$ cat config.mk
export PLATFORM = sky130hd
export DESIGN_NAME = nmr_bstrm_cmd_loader
export DESIGN_NICKNAME = d
export VERILOG_FILES = /design/src/rtl/nmr_bstrm_cmd_loader.sv
export SDC_FILE = /design/constraint.sdc
export NUM_CORES = 1
export LEC_CHECK = 0
export ABC_AREA = 1
export BUFFER_PORTS_ARGS = -buffer_cell sky130_fd_sc_hd__buf_2
export CORE_MARGIN = 8
export CORE_UTILIZATION = 33
export CTS_CLUSTER_SIZE = 10
export DETAILED_ROUTE_END_ITERATION = 8
export PLACE_DENSITY = 0.62
export SLEW_MARGIN = 30
export SYNTH_ARGS = -nofsm -noshare
export SYNTH_HDL_FRONTEND = slang
export SYNTH_SLANG_ARGS = --single-unit
export TNS_END_PERCENT = 50
$ cat constraint.sdc
create_clock -name CLK -period 3.3 [get_ports CLK]
set_clock_uncertainty 0.2 [all_clocks]
set_input_delay 0.66 -clock CLK [delete_from_list [all_inputs] [get_ports CLK]]
set_output_delay 0.66 -clock CLK [all_outputs]
set_load 0.01 [all_outputs]
$ cat src/rtl/nmr_bstrm_cmd_loader.sv
// nmr_bstrm_cmd_loader
//   Accepts host command words for the NMR bitstream controller, checks
//   them for loop-nesting, zero-loop-count and overflow errors, and writes
//   the legal ones into the command SRAM one word at a time.
//
// Ports
//   CLK, RST         clock; synchronous active-low reset
//   CMD_DAT/VALID    host command word and its valid
//   CMD_READY        loader takes a word this cycle
//   CMD_CLR          abort current load, restart at address 0
//   SEQ_BUSY         bitstream controller running; SRAM must not be written
//   SRAM_ADDR/WR_DAT/WE  SRAM write port
//   LOAD_DONE        complete sequence stored (seq_end word written)
//   LOAD_ERR/ERR_CODE    load aborted: 01 nesting, 10 zero count, 11 overflow
//   WORD_CNT         number of words written
//
// Word layout: [31] polarity, [30] seq_end, [29] loop_start,
//              [28] loop_stop, [27:24] mux_sel, [23:0] data
module nmr_bstrm_cmd_loader #(
  parameter int SRAM_ADDR_WIDTH = 8,
  parameter int SRAM_DAT_WIDTH  = 32
) (
  input  logic                       CLK,
  input  logic                       RST,
  input  logic [SRAM_DAT_WIDTH-1:0]  CMD_DAT,
  input  logic                       CMD_VALID,
  output logic                       CMD_READY,
  input  logic                       CMD_CLR,
  input  logic                       SEQ_BUSY,
  output logic [SRAM_ADDR_WIDTH-1:0] SRAM_ADDR,
  output logic [SRAM_DAT_WIDTH-1:0]  SRAM_WR_DAT,
  output logic                       SRAM_WE,
  output logic                       LOAD_DONE,
  output logic                       LOAD_ERR,
  output logic [1:0]                 ERR_CODE,
  output logic [SRAM_ADDR_WIDTH:0]   WORD_CNT
);

  typedef enum logic [1:0] {LOAD, WR, DONE, ERR} state_t;

  localparam logic [SRAM_ADDR_WIDTH-1:0] PTR_MAX = '1;
  localparam logic [1:0] E_NONE = 2'b00, E_NEST = 2'b01,
                         E_ZERO = 2'b10, E_OVF  = 2'b11;

  state_t                      state_q, state_d;
  logic [SRAM_DAT_WIDTH-1:0]   word_q, word_d;
  logic [SRAM_ADDR_WIDTH-1:0]  ptr_q, ptr_d;
  logic [SRAM_ADDR_WIDTH:0]    cnt_q, cnt_d;
  logic                        lo_q, lo_d;
  logic [1:0]                  err_q, err_d;

  logic xfer, ls, lp, se, dz, lo_after;
  logic [1:0] code;

  assign ls = CMD_DAT[29];
  assign lp = CMD_DAT[28];
  assign se = CMD_DAT[30];
  assign dz = (CMD_DAT[23:0] == 24'd0);

  // Ready is masked during reset so no transfer is taken while RST is low.
  assign CMD_READY   = (state_q == LOAD) && !SEQ_BUSY && RST;
  assign xfer        = CMD_VALID && CMD_READY;
  // Write is a Mealy output of WR; reset or clear in that cycle kills it.
  assign SRAM_WE     = (state_q == WR) && !SEQ_BUSY && RST && !CMD_CLR;
  assign SRAM_ADDR   = ptr_q;
  assign SRAM_WR_DAT = word_q;
  assign LOAD_DONE   = (state_q == DONE);
  assign LOAD_ERR    = (state_q == ERR);
  assign ERR_CODE    = err_q;
  assign WORD_CNT    = cnt_q;

  // Legality check of the incoming word against the current loop state.
  // seq_end is judged against the loop state after this word, so a word
  // that closes the last loop may also end the sequence.
  always_comb begin
    code     = E_NONE;
    lo_after = lo_q;
    if (ls && lp) begin
      if (lo_q)    code = E_NEST;
      else if (dz) code = E_ZERO;
      lo_after = 1'b0;
    end else if (ls) begin
      if (lo_q)    code = E_NEST;
      else if (dz) code = E_ZERO;
      lo_after = 1'b1;
    end else if (lp) begin
      if (!lo_q)   code = E_NEST;
      lo_after = 1'b0;
    end
    if (code == E_NONE && se && lo_after)               code = E_NEST;
    if (code == E_NONE && !se && ptr_q == PTR_MAX)      code = E_OVF;
  end

  always_comb begin
    state_d = state_q;
    word_d  = word_q;
    ptr_d   = ptr_q;
    cnt_d   = cnt_q;
    lo_d    = lo_q;
    err_d   = err_q;
    if (CMD_CLR) begin
      state_d = LOAD;
      ptr_d   = '0;
      cnt_d   = '0;
      lo_d    = 1'b0;
      err_d   = E_NONE;
    end else begin
      case (state_q)
        LOAD: if (xfer) begin
          word_d = CMD_DAT;
          if (code != E_NONE) begin
            state_d = ERR;
            err_d   = code;
          end else begin
            state_d = WR;
            // A legal word always reaches the SRAM unless cleared or
            // reset, both of which clear the flag anyway, so the loop
            // state can be committed here.
            lo_d    = lo_after;
          end
        end
        WR: if (!SEQ_BUSY) begin
          // Saturate: only a seq_end word can be written at PTR_MAX.
          ptr_d   = (ptr_q == PTR_MAX) ? ptr_q : ptr_q + 1'b1;
          cnt_d   = cnt_q + 1'b1;
          state_d = word_q[30] ? DONE : LOAD;
        end
        default: ;
      endcase
    end
  end

  always_ff @(posedge CLK) begin
    if (!RST) begin
      state_q <= LOAD;
      word_q  <= '0;
      ptr_q   <= '0;
      cnt_q   <= '0;
      lo_q    <= 1'b0;
      err_q   <= E_NONE;
    end else begin
      state_q <= state_d;
      word_q  <= word_d;
      ptr_q   <= ptr_d;
      cnt_q   <= cnt_d;
      lo_q    <= lo_d;
      err_q   <= err_d;
    end
  end

endmodule

==> results of run 1 <==
-- per-layer routing --
metal | track usage (%) | part of all wire [%]
met1 | 14.9 | 47
met2 | 18.5 | 41
met5 | 0 | 0.18
met3 | 5.66 | 11
met4 | 3.67 | 0.72
-- state kept, by name, summed over array words and instances (netlist names) --
name and count:
SRAM_WR_DAT 32, WORD_CNT 9, SRAM_ADDR 8, ERR_CODE 2, state_q 2, lo_q 1
-- stage by stage --
stage / power, W / utilization [%] / setup WS, ns
after CTS: 0.00126 / 41.9 / 0.883
after floorplan: 0.000755 / - / 1.10
after global routing: 0.00130 / 41.9 / 0.759
after global placement: 0.000808 / 40.4 / 0.796
after detailed placement: 0.000809 / 40.4 / 0.896
final: 0.00123 / 41.9 / 0.903
-- power groups by stage --
stage	logic, W	clock network, W	registers [W]
after floorplan	0.0000589	0	0.000696
after global placement	0.000118	0	0.000689
after detailed placement	0.000120	0	0.000690
after CTS	0.000120	0.000462	0.000675
after global routing	0.000137	0.000481	0.000677
final	0.000118	0.000441	0.000674
-- kinds of logic after synthesis --
kind of cell	share of synthesized area (%)
buf+inv	15.9
flops	45.4
xor+xnor	0.368
compound gates	20.3
fa+ha+maj	1.05
simple gates	17.0
-- worst max path at each step --
| stage | startpoint | end | slack (ns) | depth (start not counted) |
|---|---|---|---|---|
| after floorplan | RST | SRAM_WE | 1.10 | 4 |
| after global placement | SEQ_BUSY | SRAM_WR_DAT[14]$_SDFFE_PN0P_ | 0.80 | 8 |
| after detailed placement | RST | SRAM_WE | 0.90 | 6 |
| after CTS | RST | SRAM_WE | 0.88 | 6 |
| after global routing | RST | SRAM_WE | 0.76 | 6 |
| final | RST | SRAM_WE | 0.90 | 6 |
-- area by class of cell --
class | count | area [um2] | area share (%)
Tap cell | 99 | 124 | 4.14
Sequential cell | 54 | 1080 | 36.1
Inverter | 76 | 285 | 9.53
Multi-Input combinational cell | 190 | 923 | 30.9
Clock buffer | 5 | 68.8 | 2.30
Timing Repair Buffer | 93 | 470 | 15.7
Clock inverter | 3 | 40.0 | 1.34
-- cell usage in the layout (no fill, tap or decap), drive strengths merged --
cell type / synthesis / routed
nand4: 4 / 4
inv: 75 / 75
dfxtp: 54 / 54
nand3: 9 / 9
bufinv: 0 / 1
or2: 1 / 1
o21ai: 42 / 42
o22ai: 1 / 1
ha: 2 / 2
clkinv: 1 / 3
o21bai: 1 / 1
buf: 7 / 93
nor2: 29 / 29
xor2: 1 / 1
a21oi: 48 / 48
nor3b: 2 / 2
clkbuf: 4 / 5
nor3: 5 / 5
nand2: 42 / 42
a22oi: 1 / 1
o31ai: 1 / 1
nor4: 1 / 1
-- synthesized netlist by cell type (2+ instances only) --
master    number
inv_1         75
dfxtp_1       54
a21oi_1       48
nand2_1       41
nor2_1        28
o21ai_1       27
o21ai_0       14
nand3_1        9
buf_6          7
clkbuf_1       4
nand4_1        4
nor3_1         4
ha_1           2
nor3b_1        2
-- worst max-delay path, cell delays in order --
cell and delay [ns]:
buf_2 0.13, inv_1 0.04, nor2_1 0.12, clkinv_1 0.25, nor2_1 0.18, buf_2 0.15
==> results.md, run 1 <==
- Die area: 10,200 um2
- Cells after Synth: ~330
- Initial drt markers: 51
- Crit Reg-Reg Endpoint: SRAM_ADDR[7]$_SDFFE_PP0P_
- Pre-antenna DRT Iters: 4
- Fmax: around 420 MHz
- Synth area leader: dfxtp_1
- Core area: 7140 um2
- Routed wire length: around 6100 um
- Number of nets in the layout: 459
- Synth warn: 0
- Initial antenna violation count: 1
- Clk network pwr share: 35.7%
- Finished layout cell area: 2990 um2
- Post-route DRC: 0
- Fillers: 806
- Root buffer cell: clkbuf_8
- Max Cap Viol: 0
- Ys async rst share: 0%
- Overflow left after global routing: 0
- Vias/cell: 4.33
- Pwr Density: 412 nW/um2
- Worst-Skew Late Latency: around 0.30 ns
- Largest net degree at the start of global routing: 65
- Setup TNS: 0 ns
- Post-synthesis sequential area ratio: 45.4%
- Die W: 101 um
- Final hold vios: 0
- Post-synth top area share: 45.4%
- Critical Path End Type: output port
- Share of post-route cells with drive strength above 1: 25.2%
- Global-route wire length before repair: 10,100 um
- Clk pin slew, worst setup/hold paths: 0.10 ns
- Hold slack: 0.245 ns
- Mapped Area: 2380 um2
- Comb pwr share: 9.6%
- Overall die height: between 100 and 150 um
- Post-Syn Nets: 370
- Worst hold-check path type: register to register
- Hold path startpoint: SRAM_WR_DAT[20]$_SDFFE_PN0P_
- TritonCTS Buffers: 5
- Sequential Power Share: 54.7%
- Minimum clock period: 2.40 ns
- Wire length per cell: 11.7 um
- P_sw: 0.000294 W
- R2R Setup Slk: 1.43 ns
- CP arrival: approximately 1.5 ns
- Syn_area_per_cell: 7.19 um2
- Worst Hold Depth: 2
- Clk sinks: 54
- I/O pin count: 92
- FF-to-FF path depth: 9
- N_diodes: 0
- RSZ-0062 raised after global routing: no
- Worst slew pin tran: 0.640 ns
- TritonCTS clock tree: yes
- Final GP Congestion: between 0.7 and 0.8
- Worst endpoint required time: 2.44 ns
- Worst rel slew slack: a little under three fifths
- Initial Util: 33.4%
- Vias in the first global route: 2,227
- Area after DPL: between 2000 and 3000 um2
- Leak pwr: around 1.4 nW
- Hold path endpoint: SRAM_WR_DAT[20]$_SDFFE_PN0P_
- Layout area overhead: 25.7%
- Startpoint types: input pin
- Clk buf depth: 2
- Sw Ratio: 23.8%
- Outcome: complete, no violations
- Inst Count DP: 512
- Post-CTS Setup Repair Bufs: 0
- HPWL after DPL: 4700 um
- Hold_buf cts: 0
- Cell-internal power: 0.000939 W
- Reg2reg start: SRAM_ADDR[0]$_SDFFE_PP0P_
- Fin crit share: 72.6%
- Vias: 2,252
- PortBufs: 91
- Post-synth top flop: dfxtp_1
- Cell variety after synth: 26
- Remaining antenna violation count: 0
- Critical path peak fanout: 9
- WS Path Type: input pin to output port
- All-Layer GR Usage: 12.2%
- Final max-slew violation count: 0
- EDFF count, synth: 0
- Max rail drop VDD: ~0.00026 V
- Area contributors post-synth: dfxtp_1 (45%), inv_1 (12%), a21oi_1 (10%)
- Num rows: 31
- # setup viols final: 0
- Yosys reg bits: 54
- CTS resizes: 0
- Finished Layout Cells: 520
- H-Tree Depth: 2
Note: power is estimated with default switching activity, not from simulation.
==> run 2, diff against run 1 <==
==> constraint.sdc (replaced) <==
create_clock -name CLK -period 2.5 [get_ports CLK]
set_clock_uncertainty 0.2 [all_clocks]
set_input_delay 0.5 -clock CLK [delete_from_list [all_inputs] [get_ports CLK]]
set_output_delay 0.5 -clock CLK [all_outputs]
set_load 0.01 [all_outputs]
==> run 2 against run 1 <==
  * Clock-buffer cell count increased by 2
  * Global-route usage decreased by 0.38 points
  * Cell count increased by 0.58%
  * Power increased by 32%
  * Register-to-register slack got worse by 0.77 ns
  * Worst hold slack about the same
  * Largest power group unchanged
  * Critical path depth decreased by 1
==> results.md, run 2 (same netlist as run 1, synthesis figures left out) <==
- Largest net degree at the start of global routing: 42 (-35%)
- H-Tree Depth: 2 (unchanged)
- Critical path peak fanout: 6 (-3)
- Final GP Congestion: 0.738 (-0.70%)
- Hold_buf cts: 0 (unchanged)
- Routed wire length: 6080 um (-0.16%)
- Worst endpoint required time: 1.80 ns (-0.64 ns)
- Root buffer cell: clkbuf_8
- Num rows: 31 (unchanged)
- Final max-slew violation count: 0 (unchanged)
- Top sig layer: met4
- Initial antenna violation count: 0 (-1)
- Post-route DRC: 0 (unchanged)
- Initial drt markers: 20 (-61%)
- Max FFs per register: 32 (unchanged)
- R2R Setup Slk: 0.66 ns (-0.77 ns)
- FF/Latch Area: 1080 um2 (unchanged)
- TritonCTS Buffers: 5 (unchanged)
- Area occupied by multi-input gates: 921 um2 (-0.27%)
- PortBufs: 91 (unchanged)
- Crit Reg-Reg Endpoint: SRAM_ADDR[7]$_SDFFE_PP0P_
- Die area: 10,200 um2 (unchanged)
- Worst slew pin tran: 0.451 ns (-0.189 ns)
- Most frequent cells in the layout: buf_2 (91), inv_1 (75), dfxtp_1 (54)
- Buf/Inv on CP: 2 (-2)
- Global-route wire length before repair: 9760 um (-3.8%)
- Overflow left after global routing: 0 (unchanged)
- Worst hold-check path type: register to register
- Leak pwr: 1.41 nW (+0.42%)
- Max rail drop VDD: 0.000199 V (-23%)
- TritonCTS clock tree: yes
- Reg2reg start: SRAM_ADDR[0]$_SDFFE_PP0P_
- Pre-antenna DRT Iters: 4 (unchanged)
- # setup viols final: 0 (unchanged)
- Max incr delay on CP: 0.45 ns (+0.20 ns)
- Clk buf depth: 2 (unchanged)
- Max Cap Viol: 0 (unchanged)
- Minimum clock period: 2.17 ns
- Overall die height: 101 um (unchanged)
- CTS resizes: 0 (unchanged)
- Remaining antenna violation count: 0 (unchanged)
- Most common cell after layout, fill and taps aside: buf_2
- Vias: 2,251 (-0.044%)
- I/O pin count: 92 (unchanged)
- Setup TNS: 0 ns (unchanged)
- Met2 WL: 2460 um (-1.2%)
- Worst Hold Depth: 2 (unchanged)
- CP delay by family, top: flip-flops
- Met3 wire length: 647 um (-0.31%)
- Worst-Skew Late Latency: 0.30 ns (about the same)
- HPWL after DPL: 4760 um (+1.3%)
- Final hold vios: 0 (unchanged)
- Pre-CTS setup slack: 0.398 ns (-0.498 ns)
- Hold path endpoint: SRAM_WR_DAT[24]$_SDFFE_PN0P_
- Setup slack after layout: 0.332 ns (-0.571 ns)
- Inst Count DP: 515 (+0.59%)
- Fmax: 461 MHz
- All-Layer GR Usage: 11.8% (-0.38 points)
- Fin crit share: 86.7%
- Layout area overhead: 26.4%
- Wire length per cell: 11.6 um (-0.74%)
- WS Path Type: register to output port
- Startpoint types: register
- Pwr Density: 540 nW/um2 (+31%)
- Worst rel slew slack: 69.6% (+12 points)
- Number of nets in the layout: 462 (+0.65%)
- Die W: 101 um (unchanged)
- Clk pin slew, worst setup/hold paths: 0.10 ns (about the same)
- Vias in the first global route: 2,162 (-2.9%)
- Core area: 7140 um2 (unchanged)
- Post-CTS Setup Repair Bufs: 0 (unchanged)
- Path length in cells of the critical path: 5 (-1)
- Hold path startpoint: SRAM_WR_DAT[24]$_SDFFE_PN0P_
- Vias/cell: 4.30 (-0.62%)
- FF-to-FF path depth: 9 (unchanged)
- Finished Layout Cells: 523 (+0.58%)
- Fillers: 794 (-1.5%)
- Clk sinks: 54 (unchanged)
- Crit path cell chain: nand2_1 -> nor2_4 -> inv_1 -> nor2_1 -> buf_2
- Critical Path End Type: output port
- RSZ-0062 raised after global routing: no
- M1 wire length: 2910 um (+0.83%)
- Outcome: complete, no violations
- Slowest-stage cell, CP: dfxtp_1
- N_diodes: 0 (unchanged)
- Share of post-route cells with drive strength above 1: 25.2% (+0.058 points)
- Initial Util: 33.4% (unchanged)
- CP arrival: 1.47 ns (-0.07 ns)
[run 2: changes by cell type in the layout (fill, tap and decap cells not counted)]
cell | before | now
or2_2 | 0 | 1
or2_4 | 1 | 0
clkbuf_1 | 0 | 2
clkinv_2 | 2 | 0
buf_4 | 2 | 5
[run 2: per-layer routing]
| metal | vias up | GRT usage (%) |
|---|---|---|
| met1 | 947 | 14.1 |
| met2 | 69 | 18.3 |
| met3 | 6 | 5.66 |
| met5 | - | 0 |
| li1 | 1229 | - |
| met4 | 0 | 3.09 |
[run 2: area by class of cell]
| class | count | share of cell area (%) |
|---|---|---|
| Sequential cell | 54 | 35.9 |
| Multi-Input combinational cell | 190 | 30.6 |
| Timing Repair Buffer | 96 | 16.4 |
| Inverter | 76 | 9.48 |
| Tap cell | 99 | 4.11 |
| Clock buffer | 7 | 2.54 |
| Clock inverter | 1 | 0.998 |
[run 2: worst max-delay path by stage]
stage	start	to
3_5_place_dp	SEQ_BUSY	SRAM_WR_DAT[13]$_SDFFE_PN0P_
4_1_cts	state_q[0]$_SDFFE_PP0P_	SRAM_WE
6_report	state_q[0]$_SDFFE_PP0P_	SRAM_WE
5_1_grt	state_q[0]$_SDFFE_PP0P_	SRAM_WE
2_1_floorplan	RST	SRAM_WE
3_3_place_gp	SEQ_BUSY	SRAM_WR_DAT[13]$_SDFFE_PN0P_
[run 2: report_power, final]
group / switching [W] / leakage, nW / internal, W
sequential: 0.0000103 / 0.437 / 0.000880
combinational: 0.0000916 / 0.918 / 0.0000659
clock: 0.000278 / 0.0524 / 0.000300
total: 0.000380 / 1.41 / 0.00125
[run 2: per-stage QoR]
stage | util (%) | hold slack [ns] | total power, W | cell area (um2)
floorplan | - | 0.266 | 0.000997 | 2380
global placement | 40.7 | 0.230 | 0.00107 | 2900
detailed placement | 40.7 | 0.234 | 0.00107 | 2900
CTS | 42.2 | 0.249 | 0.00166 | 3010
global route | 42.2 | 0.261 | 0.00170 | 3010
finish | 42.2 | 0.245 | 0.00163 | 3010
[run 2: worst register-to-register path: stages (launching register included)]
cell,delay (ns)
dfxtp_1,0.35
ha_1,0.22
nand3_1,0.08
nor2_1,0.07
nand3_1,0.09
nand2_1,0.12
nor2_1,0.20
nand2_1,0.09
o21ai_0,0.21
a22oi_1,0.09
==> run 3, diff against run 2 <==
--- a/config.mk
+++ b/config.mk
@@ -5,7 +5,6 @@
 export SDC_FILE = /design/constraint.sdc
 export NUM_CORES = 1
 export LEC_CHECK = 0
-export ABC_AREA = 1
 export BUFFER_PORTS_ARGS = -buffer_cell sky130_fd_sc_hd__buf_2
 export CORE_MARGIN = 8
 export CORE_UTILIZATION = 33
==> run 3 against run 2 <==
  * Non-clock buffer count unchanged
  * Design area is 2.7% lower
  * Worst hold slack got worse by 0.026 ns
  * Sequential power down 1%
  * Flip-flop and latch count did not move
  * Power fell by 4.4%
  * First-iteration DRC count grew to 5.4 times the previous value
  * Critical path depth up 1
  * Largest power group unchanged
==> results.md, run 3 <==
- Outcome: complete, no violations
- Most common cell after layout, fill and taps aside: buf_2
- Fmax: 491 MHz (+6.5%)
- Finished layout cell area: 2930 um2 (-2.7%)
- Clk sinks: 54 (unchanged)
- H-Tree Depth: 2 (unchanged)
- Worst-Skew Late Latency: 0.30 ns (about the same)
- TritonCTS clock tree: yes
- Worst rel slew slack: 68.3% (-1.3 points)
- Pwr Density: 531 nW/um2 (-1.7%)
- Die W: 99.0 um (-2.0%)
- Initial drt markers: 108 (+440%)
- R2R Setup Slk: 0.46 ns (-0.20 ns)
- Max FFs per register: 32 (unchanged)
- HPWL after DPL: 4660 um (-2.1%)
- CTS resizes: 0 (unchanged)
- Hold path endpoint: SRAM_WR_DAT[31]$_SDFFE_PN0P_
- Inst Count DP: 432 (-16%)
- Cell-internal power: 0.00121 W (-3.1%)
- Die area: 9790 um2 (-3.9%)
- Pre-antenna DRT Iters: 4 (unchanged)
- Post-synth top area share: 47.6% (+2.2 points)
- FF-to-FF path depth: 6 (-3)
- Layout area overhead: 28.9%
- Syn_area_per_cell: 8.47 um2 (+18%)
- Sw Ratio: 22.4% (-1.0 points)
- Fin util: 43.6% (+1.4 points)
- Number of nets in the layout: 398 (-14%)
- Post-Syn Nets: 307 (-17%)
- Post-synth top flop: dfxtp_1
- # setup viols final: 0 (unchanged)
- Max Cap Viol: 0 (unchanged)
- Yosys reg bits: 54 (unchanged)
- TritonCTS Buffers: 5 (unchanged)
- Mapped Area: 2270 um2 (-4.6%)
- Post-synthesis sequential area ratio: 47.6% (+2.2 points)
- Worst endpoint required time: 2.51 ns (+0.71 ns)
- I/O pin count: 92 (unchanged)
- Most frequent cells in the layout: buf_2 (91), nand2_1 (77), dfxtp_1 (54)
- Synth top cells by count: nand2_1 (77), dfxtp_1 (54), a21boi_1 (30)
- Setup TNS: 0 ns (unchanged)
- Worst Hold Depth: 3 (+1)
- Area occupied by multi-input gates: 1130 um2 (+23%)
- Synth warn: 0 (unchanged)
- Worst hold-check path type: input pin to register
- CP arrival: 2.05 ns (+0.58 ns)
- Num rows: 30 (-3.2%)
- PortBufs: 91 (unchanged)
- Critical Path End Type: register
- Largest net degree at the start of global routing: 33 (-21%)
- Vias/cell: 4.83 (+12%)
- Area contributors post-synth: dfxtp_1 (48%), nand2_1 (13%), a21boi_1 (9.9%)
- Clk network pwr share: 35.6% (about the same)
- FF/Latch Area: 1080 um2 (unchanged)
- Finished Layout Cells: 440 (-16%)
- Sequential Power Share: 56.5% (+1.8 points)
- Root buffer cell: clkbuf_8
- Remaining antenna violation count: 0 (unchanged)
- Fin crit share: 81.4% (-5.3 points)
- Minimum clock period: 2.04 ns (-0.133 ns)
- Fillers: 703 (-11%)
- Ys async rst share: 0% (unchanged)
- All-Layer GR Usage: 12.5% (+0.69 points)
- N_diodes: 0 (unchanged)
- Crit Reg-Reg Endpoint: ERR_CODE[0]$_SDFFE_PP0P_
- Post-route DRC: 0 (unchanged)
- Area after DPL: 2820 um2 (-3.0%)
- Startpoint types: register
- EDFF count, synth: 0 (unchanged)
- Cell variety after synth: 40 (+54%)
- Vias: 2,127 (-5.5%)
- Final GP Congestion: 0.785 (+6.5%)
- Vias in the first global route: 2,151 (-0.51%)
- P_sw: 0.000348 W (-8.5%)
- Overflow left after global routing: 0 (unchanged)
- Core area: 6720 um2 (-5.9%)
- Clk buf depth: 2 (unchanged)
- Initial Util: 33.8% (+0.44 points)
- Hold path startpoint: CMD_DAT[31]
- Synth area leader: dfxtp_1
- Share of post-route cells with drive strength above 1: 30.6% (+5.3 points)
- Final hold vios: 0 (unchanged)
- Hold_buf cts: 0 (unchanged)
- Overall die height: 99.0 um (-2.0%)
- Leak pwr: 1.27 nW (-9.9%)
- Routed wire length: 6110 um (+0.63%)
- Initial antenna violation count: 0 (unchanged)
- Count leader, synth: nand2_1
- Worst slew pin tran: 0.472 ns (+0.0203 ns)
- Global-route wire length before repair: 10,100 um (+3.5%)
- WS Path Type: register to register
- Final max-slew violation count: 0 (unchanged)
- Post-CTS Setup Repair Bufs: 0 (unchanged)
- RSZ-0062 raised after global routing: no
- Max rail drop VDD: 0.000186 V (-7.0%)
- Reg2reg start: SRAM_ADDR[0]$_SDFFE_PP0P_
- Wire length per cell: 13.9 um (+20%)
- Cells after Synth: 268 (-19%)
- Clk pin slew, worst setup/hold paths: 0.10 ns (about the same)
- Critical path peak fanout: 4 (-2)
- Comb pwr share: 7.9% (-1.8 points)
-- run 3: cell types whose count changed after synthesis, moves of 8 or more --
| cell | previous run | this run |
|---|---|---|
| xor2_1 | 1 | 9 |
| o21ai_0 | 14 | 4 |
| nor2_1 | 28 | 20 |
| nand3_1 | 9 | 1 |
| o21ai_1 | 27 | 0 |
| a21boi_1 | 0 | 30 |
| inv_1 | 75 | 3 |
| nand2_1 | 41 | 77 |
| a21oi_1 | 48 | 7 |
-- run 3: worst max-delay path by stage --
stage	start	slack [ns]	to
2_1_floorplan	SEQ_BUSY	0.60	lo_q$_SDFFE_PP0P_
3_3_place_gp	CMD_DAT[13]	0.40	lo_q$_SDFFE_PP0P_
3_5_place_dp	CMD_DAT[29]	0.42	lo_q$_SDFFE_PP0P_
4_1_cts	SRAM_ADDR[0]$_SDFFE_PP0P_	0.47	ERR_CODE[0]$_SDFFE_PP0P_
5_1_grt	SRAM_ADDR[0]$_SDFFE_PP0P_	0.30	ERR_CODE[0]$_SDFFE_PP0P_
6_report	SRAM_ADDR[0]$_SDFFE_PP0P_	0.46	ERR_CODE[0]$_SDFFE_PP0P_
-- run 3: stage by stage --
stage	hold WS, ns	setup WS [ns]	total power (W)
6_report	0.219	0.465	0.00156
5_1_grt	0.225	0.300	0.00162
4_1_cts	0.211	0.475	0.00158
3_5_place_dp	0.241	0.422	0.00102
3_3_place_gp	0.238	0.397	0.00102
2_1_floorplan	0.279	0.596	0.000957
-- run 3: power groups by stage --
stage	sequential, W	clock [W]	combinational [W]
after floorplan	0.000904	0	0.0000533
after global placement	0.000898	0	0.000124
after detailed placement	0.000899	0	0.000124
after CTS	0.000879	0.000580	0.000125
after global routing	0.000880	0.000605	0.000138
final	0.000879	0.000554	0.000123
-- run 3: worst max-delay path, stage by stage, from the launching register on --
cell	delay, ns
dfxtp_1	0.40
ha_1	0.21
nand2_1	0.10
or4_1	0.56
nand2_1	0.15
a21oi_1	0.08
a311oi_1	0.25
-- run 3: layout make-up --
type	count	area share [%]
clock buffers	8	3.76
inverters	3	0.385
multi-input cells	199	38.7
flip-flops and latches	54	36.9
well taps	80	3.42
repair buffers	96	16.8
-- run 3: per-layer routing --
metal	vias to the layer above	share of wire [%]	track usage, %
met3	5	10	5.64
met1	974	45	14.4
met2	64	44	20.2
met4	0	0.95	3.54
li1	1084	-	-
met5	-	0	0
-- run 3: kinds of logic (layout without fill, tap and decap cells) --
kind of cell	count (synthesis)	after routing	share of synthesized area (%)
simple gates	132	132	26.9
flops	54	54	47.6
compound gates	52	52	16.6
buf+inv	15	107	2.64
xor+xnor	11	11	4.24
fa+ha+maj	2	2	1.10
mux	2	2	0.882
